$ cat src/rtl/cpu_boot_controller.sv
// Program loader and run sequencer for the single-cycle CPU: streams words into
// instruction memory, holds the CPU in reset, starts it and supervises the run.
module cpu_boot_controller #(
  parameter int DATA_WIDTH      = 32,
  parameter int ADDR_WIDTH      = 10,
  parameter int RESET_HOLD      = 5,
  parameter int WATCHDOG_CYCLES = 1024,
  parameter int CNT_WIDTH       = 32
) (
  input  logic                  clock,
  input  logic                  reset,
  input  logic                  load_valid,
  output logic                  load_ready,
  input  logic [DATA_WIDTH-1:0] load_data,
  input  logic                  load_last,
  output logic                  imem_we,
  output logic [ADDR_WIDTH-1:0] imem_addr,
  output logic [DATA_WIDTH-1:0] imem_wdata,
  output logic                  cpu_reset,
  output logic                  cpu_start,
  input  logic                  halt_in,
  input  logic                  rerun,
  input  logic                  reload,
  output logic [ADDR_WIDTH:0]   loaded_words,
  output logic [CNT_WIDTH-1:0]  run_cycles,
  output logic                  done,
  output logic                  timeout,
  output logic                  overflow,
  output logic [2:0]            state
);

  // Load handshake: a beat transfers on a rising clock edge where load_valid and
  // load_ready are both high; load_ready is registered and only high in LOAD.

  localparam logic [2:0] S_LOAD  = 3'd0;
  localparam logic [2:0] S_HOLD  = 3'd1;
  localparam logic [2:0] S_RUN   = 3'd2;
  localparam logic [2:0] S_DONE  = 3'd3;
  localparam logic [2:0] S_FAULT = 3'd4;

  localparam int HW = (RESET_HOLD > 1) ? $clog2(RESET_HOLD) : 1;
  localparam logic [HW-1:0]        HOLD_LAST = HW'(RESET_HOLD - 1);
  localparam logic [CNT_WIDTH-1:0] WD_LIMIT  = CNT_WIDTH'(WATCHDOG_CYCLES);

  logic [2:0]            st, st_n;
  logic [ADDR_WIDTH-1:0] ptr, ptr_d;
  logic [HW-1:0]         hold_cnt, hold_cnt_d;
  logic                  load_ready_d, imem_we_d, cpu_reset_d, cpu_start_d;
  logic [ADDR_WIDTH-1:0] imem_addr_d;
  logic [DATA_WIDTH-1:0] imem_wdata_d;
  logic [ADDR_WIDTH:0]   loaded_words_d;
  logic [CNT_WIDTH-1:0]  run_cycles_d, run_inc;
  logic                  done_d, timeout_d, overflow_d;
  logic                  accept, ptr_max, hold_end, wd_hit, rerun_ok;

  assign accept   = (st == S_LOAD) && load_valid && load_ready;
  assign ptr_max  = (ptr == {ADDR_WIDTH{1'b1}});
  assign hold_end = (hold_cnt == HOLD_LAST);
  assign run_inc  = (run_cycles == {CNT_WIDTH{1'b1}}) ? run_cycles : run_cycles + 1'b1;
  assign wd_hit   = (run_inc >= WD_LIMIT);
  // An overflowed program is incomplete, so it may only be reloaded, never rerun.
  assign rerun_ok = rerun && !((st == S_FAULT) && overflow);
  assign state    = st;

  always_ff @(posedge clock or negedge reset) begin
    if (!reset) begin
      st           <= S_LOAD;
      ptr          <= '0;
      hold_cnt     <= '0;
      load_ready   <= 1'b0;
      imem_we      <= 1'b0;
      imem_addr    <= '0;
      imem_wdata   <= '0;
      cpu_reset    <= 1'b1;
      cpu_start    <= 1'b0;
      loaded_words <= '0;
      run_cycles   <= '0;
      done         <= 1'b0;
      timeout      <= 1'b0;
      overflow     <= 1'b0;
    end else begin
      st           <= st_n;
      ptr          <= ptr_d;
      hold_cnt     <= hold_cnt_d;
      load_ready   <= load_ready_d;
      imem_we      <= imem_we_d;
      imem_addr    <= imem_addr_d;
      imem_wdata   <= imem_wdata_d;
      cpu_reset    <= cpu_reset_d;
      cpu_start    <= cpu_start_d;
      loaded_words <= loaded_words_d;
      run_cycles   <= run_cycles_d;
      done         <= done_d;
      timeout      <= timeout_d;
      overflow     <= overflow_d;
    end
  end

  always_comb begin
    st_n = st;
    case (st)
      S_LOAD: begin
        if (accept) begin
          if (load_last)    st_n = S_HOLD;
          else if (ptr_max) st_n = S_FAULT;
        end
      end
      S_HOLD:  if (hold_end) st_n = S_RUN;
      S_RUN: begin
        if (halt_in)     st_n = S_DONE;
        else if (wd_hit) st_n = S_FAULT;
      end
      S_DONE, S_FAULT: begin
        if (reload)        st_n = S_LOAD;
        else if (rerun_ok) st_n = S_HOLD;
      end
      default: st_n = S_LOAD;
    endcase
  end

  always_comb begin
    load_ready_d   = (st_n == S_LOAD);
    cpu_reset_d    = (st_n != S_RUN);
    cpu_start_d    = (st_n == S_RUN);
    imem_we_d      = accept;
    imem_addr_d    = accept ? ptr : imem_addr;
    imem_wdata_d   = accept ? load_data : imem_wdata;
    ptr_d          = accept ? ptr + 1'b1 : ptr;
    loaded_words_d = accept ? loaded_words + 1'b1 : loaded_words;
    hold_cnt_d     = ((st == S_HOLD) && !hold_end) ? hold_cnt + 1'b1 : '0;
    run_cycles_d   = run_cycles;
    done_d         = done;
    timeout_d      = timeout;
    overflow_d     = overflow;
    case (st)
      S_LOAD: if (accept && !load_last && ptr_max) overflow_d = 1'b1;
      S_RUN: begin
        run_cycles_d = run_inc;
        if (halt_in)     done_d    = 1'b1;
        else if (wd_hit) timeout_d = 1'b1;
      end
      S_DONE, S_FAULT: begin
        if (reload) begin
          ptr_d          = '0;
          loaded_words_d = '0;
          done_d         = 1'b0;
          timeout_d      = 1'b0;
          overflow_d     = 1'b0;
        end
      end
      default: ;
    endcase
    // Each new run starts with a clean cycle count and status.
    if ((st_n == S_HOLD) && (st != S_HOLD)) begin
      run_cycles_d = '0;
      done_d       = 1'b0;
      timeout_d    = 1'b0;
    end
  end

endmodule

$ cat config.mk
export PLATFORM = sky130hd
export DESIGN_NAME = cpu_boot_controller
export DESIGN_NICKNAME = d
export VERILOG_FILES = /design/src/rtl/cpu_boot_controller.sv
export SDC_FILE = /design/constraint.sdc
export NUM_CORES = 1
export LEC_CHECK = 0
export CAP_MARGIN = 25
export CORE_MARGIN = 8
export CORE_UTILIZATION = 45
export CTS_BUF_LIST = sky130_fd_sc_hd__clkbuf_4 sky130_fd_sc_hd__clkbuf_8
export DETAILED_ROUTE_END_ITERATION = 6
export PLACE_DENSITY = 0.74
export SKIP_CTS_REPAIR_TIMING = 1
export SLEW_MARGIN = 25
export SYNTH_ARGS = -nofsm -noshare
export SYNTH_HDL_FRONTEND = slang
export SYNTH_SLANG_ARGS = --single-unit
$ cat constraint.sdc
create_clock -name clock -period 6.4 [get_ports clock]
set_clock_uncertainty 0.15 [all_clocks]
set_input_delay 1.28 -clock clock [delete_from_list [all_inputs] [get_ports clock]]
set_output_delay 1.28 -clock clock [all_outputs]
set_load 0.03 [all_outputs]
# [Yosys cells after proc, flatten, opt, wreduce, memory -nomap -nowiden]
# Cells that the tools add are included.
[op_classes] n_addsub=4 order_cmp=1 eq_ne=17 n_mux=29 n_reduce_logical=20
[op_table] operator="$mux W32" count=3
[op_table] operator="$mux W11" count=3
[op_table] operator="$add A32 B1 Y32 const B" count=1
[op_table] operator="$eq A32 B32 Y1 const B" count=1
[op_table] operator="$ge A32 B11 Y1 const B" count=1
[op_table] operator="$mux W10" count=3
[op_table] operator="$mux W3" count=9
[op_table] operator="$ne A3 B3 Y1 const B" count=4
[op_table] operator="$pmux W3 S4" count=1
[op_table] operator="$add A11 B1 Y11 const B" count=1
[op_table] operator="$add A10 B1 Y10 const B" count=1
[op_table] operator="$eq A10 B10 Y1 const B" count=1
[op_table] operator="$eq A3 B2 Y1 const B" count=3
[op_table] operator="$logic_and A1 B1 Y1" count=8
[op_table] operator="$mux W1" count=7
[op_table] operator="$eq A3 B1 Y1 const B" count=2
[op_table] operator="$eq A3 B3 Y1 const B" count=2
[op_table] operator="$logic_not A3 Y1" count=2
[op_table] operator="$pmux W1 S2" count=3
[op_table] operator="$reduce_and A3 Y1" count=2
[op_table] operator="$reduce_and A4 Y1" count=1
[op_table] operator="$reduce_bool A2 Y1" count=2
[op_table] operator="$add A3 B1 Y3 const B" count=1
[op_table] operator="$logic_not A1 Y1" count=3
[op_table] operator="other kinds (6)" count=6
[totals] ff_bits=108 in_bits=39 wordCells=85

# [Longest topological paths before layout]
[depth] ltp_word=11 depth_mapped=10 mapped_depth_nobuf=9

# [Least setup slack after synthesis]
# No wires, ideal clock.
[synth_timing] kind="input port to flip-flop" startpoint="in load_valid" endpoint="reg cpu_start" setup_time_ns=0.121 arrival_time_ns=2.651 path_slack_ns=3.478 cell_stages=7 n_path_buf=1 path_cell_list="and4b_1 -> buf_2 -> nand2_1 -> or4_1 -> o31a_1 -> and2_1 -> a22o_1"
[synth_via] elab_chain_cells=5
[synth_lines] element="from (decl)" line="12" source="input logic load_valid,"
[synth_lines] element="$logic_and A1 B1 Y1 (2 in series)" line="56" source="assign accept = (st == S_LOAD) && load_valid && load_ready;"
[synth_lines] element="$mux W3" line="103" source="if (accept) begin"
[synth_lines] element="$pmux W3 S4" line="101" source="case (st)"
[synth_lines] element="$eq A3 B2 Y1" line="124" source="cpu_start_d = (st_n == S_RUN);"
[synth_lines] element="named net cpu_start_d" line="48" source="logic load_ready_d, imem_we_d, cpu_reset_d, cpu_start_d;"
[synth_lines] element="to (signal assigned)" line="90" source="cpu_start <= cpu_start_d;"
[synth_lines] element="to (decl)" line="20" source="output logic cpu_start,"
# The timed path passes the listed nets, and every way through them passes these cells.
# A chain may end at the register's enable or synchronous reset.

# [Worst setup path in the final report]
# Same ends and word-level chain as after synthesis.

==> flow_summary.ini <==
[grt]
grt_usage_pct = 17.50
grt_remaining_overflow = 0
grt_pass1_wl_mm = 22.68
first_global_vias = 4308
grt_max_degree = 76
antenna_found_initial = 0

[placed_design]
dp.cells = 763
place.gp.congestion = 0.8663
dp_hpwl_mm = 9.833
portBuffers = 133
pre_cts_ws_ps = 2363
dpl_cell_area_um2 = 6799

[synth]
synthTopCellsByArea = dfrtp_1 50%, mux2_2 9.2%, xor2_1 4.9%
netlist.area_leader.share_pct = 49.72
synth_xor_xnor_area_share_pct = 8.620
synthTopCellsByCount = 107 x dfrtp_1, 65 x nor2_1, 44 x mux2_2
synth_seq_cells = 108
synth_top_family_by_area = simple AND/OR/NAND/NOR gates
synth_largest_area_cell = dfrtp_1
netlist_area_um2 = 5385
synthSimpleGateAreaFrac_pct = 20.45
ys_seq_area_share_pct = 50.21
synth_edf_count = 0
synth_cell_types = 56
synth_compound_area_share_pct = 6.157
syn_inst = 506
syn_nets = 550
yosysWarningCount = 0
synth_mux_area_share_pct = 10.32
synth_fa_ha_area_share_pct = 1.162
avgSynthCellArea_um2 = 10.64
synthArstFlopShare_pct = 100.0
synthMostInstantiatedCell = dfrtp_1
synth_flop_cell = dfrtp_1

[die]
start_util_pct = 45.40
ios = 134
core_area_um2 = 11860
die_w_um = 125.4
placementRows = 40
die_height_um = 125.4
fp.dieArea_um2 = 15720

[pwr]
power_mw = 2.422
power_switching_mw = 0.9362
power_frac_clock_pct = 17.9
pwr-share-comb_pct = 42.0
internal-power_mw = 1.486
powerDensity_nw_per_um2 = 345.8
total_leakage_power_nw = 2.912
irDropWorstVdd_v = 0.0001893
p_sw_share_pct = 38.66
p_seq_share_pct = 40.1

[sta]
hold_ws_ps = 311.4
tightestPinTransition_ps = 692.3
timing.setup.tns_ps = 0
max_freq_ghz = 0.2736
setup_viol = 0
relSlewSlack_pct = 53.85
final.min_clock_period_ps = 3655
finalCritPeriodShare_pct = 57.11
slew_viol_final = 0
finalHoldViolCount = 0
setup_ws_ps = 2745
rsz0062_at_grt = false

[route]
initialDrtViolationCount = 268
antenna_left = 0
avgViaCountPerCell = 5.471
wl_mm = 13.44
drc = 0
wl_per_cell_um = 17.25
vias = 4262
dr.pass1.iters = 5

[worst_setup_path]
cp-start-kind = input port
worstPathRequired_ps = 6520
crit_type = input port to flip-flop
cp_max_fo = 54
end_kind = flip-flop
cp.arrival_ps = 3770
cp_cell_sequence = clkdlybuf4s50_1, and4b_2, buf_4, nand2_1, or4_1, o31a_1, and2_1, a22o_1
cpPeakStageDelay_ps = 530
ff2ff_path_depth = 8
slowest_stage = buf_4

[layout]
fillers = 1015
final_net_count = 671
fin_util_pct = 59.04
instances_no_fill = 779
stdcell_area_um2 = 7003
syn_to_final_growth_pct = 30.04
diodes = 0
drive_gt1_share_pct = 12.97

[clock_tree]
cts_tree = yes
cts_buffer_depth = 2
cts_sinks = 108
clk_latency_ps = 370
ctsHtreeMaxLevel = 3
clk_pin_slew_ps = 100
cts_inserted_buffers = 9
cts_root_buf = clkbuf_8

[job]
drv_cap = 0

[worst_hold_path]
hold_path_depth = 1
hold_path_class = flip-flop to flip-flop

[outcome]
status = complete, no violations
==> logic make-up after synthesis <==
logic type | after synthesis
adders and majority gates | 5
xor gates and xnor gates | 53
muxes | 50
and+or+nand+nor | 206
buffers and inverters | 36
AOI/OAI and AO/OA | 48
DFF | 108
==> final cells by class <==
class                      instances  area [µm²]  share of cell area (%)
clock inverter                     6       68.82                  0.9827
timing repair buffer             137        1363                   19.46
sequential                       108        2704                   38.61
inverter                           9       33.78                  0.4824
tap                              147       183.9                   2.626
clock buffer                      10       131.4                   1.876
multi-input combinational        362        2519                   35.97
==> critical path, delay by kind of cell <==
kind	cells	cell delay [ps]
simple gates	4	1120
buf+inv	2	990
compound gates	2	370
==> registers in the layout, summed over array words and instances (netlist names), 3 cells and up <==
register,flops
hold_cnt,3
state,3
imem_wdata,32
run_cycles,32
imem_addr,10
loaded_words,11
ptr,10
==> cell usage in the layout, fill, tap and decap left out, types with 3 or more instances in the layout <==
| cell type | count |
|---|---|
| a21oi_1 | 15 |
| and2_1 | 5 |
| and3_1 | 6 |
| and4_1 | 5 |
| buf_4 | 4 |
| clkbuf_8 | 9 |
| clkdlybuf4s50_1 | 132 |
| dfrtp_1 | 107 |
| ha_1 | 5 |
| inv_1 | 9 |
| mux2_2 | 44 |
| mux2i_1 | 6 |
| nand2_1 | 28 |
| nand2b_1 | 4 |
| nand3_1 | 24 |
| nand4_1 | 20 |
| nand4_2 | 3 |
| nor2_1 | 64 |
| nor3_1 | 14 |
| nor4_1 | 3 |
| o21ai_0 | 13 |
| or3_1 | 13 |
| xnor2_1 | 23 |
| xor2_1 | 30 |
==> per-layer routing <==
metal / track usage, % / part of all wire [%] / vias to the layer above
met3: 3.655 / 4.9 / 17
met4: 6.519 / 1.8 / 0
met5: 0 / 0 / -
li1: - / - / 2023
met2: 28.83 / 50 / 117
met1: 22.21 / 44 / 2105
==> power by group through the flow <==
stage	logic (mW)	clock network (mW)	registers (mW)
after floorplan	0.308	0	1.26
after global placement	1.01	0	0.975
after detailed placement	1.03	0	0.984
after CTS	1.03	0.446	0.971
after global routing	1.08	0.470	0.997
final	1.02	0.433	0.971
==> worst paths after layout <==
path                                   from         endpoint  slack (ps)
worst max-delay path             load_valid        cpu_start        2750
worst min-delay path            hold_cnt[0]      hold_cnt[0]         310
worst max register to register     state[2]        cpu_start        3380
worst min register to register  hold_cnt[0]      hold_cnt[0]         310
max in group asynchronous             reset      hold_cnt[1]        4380
min in group asynchronous             reset  loaded_words[8]         690
(Power assumes the default switching activity.)
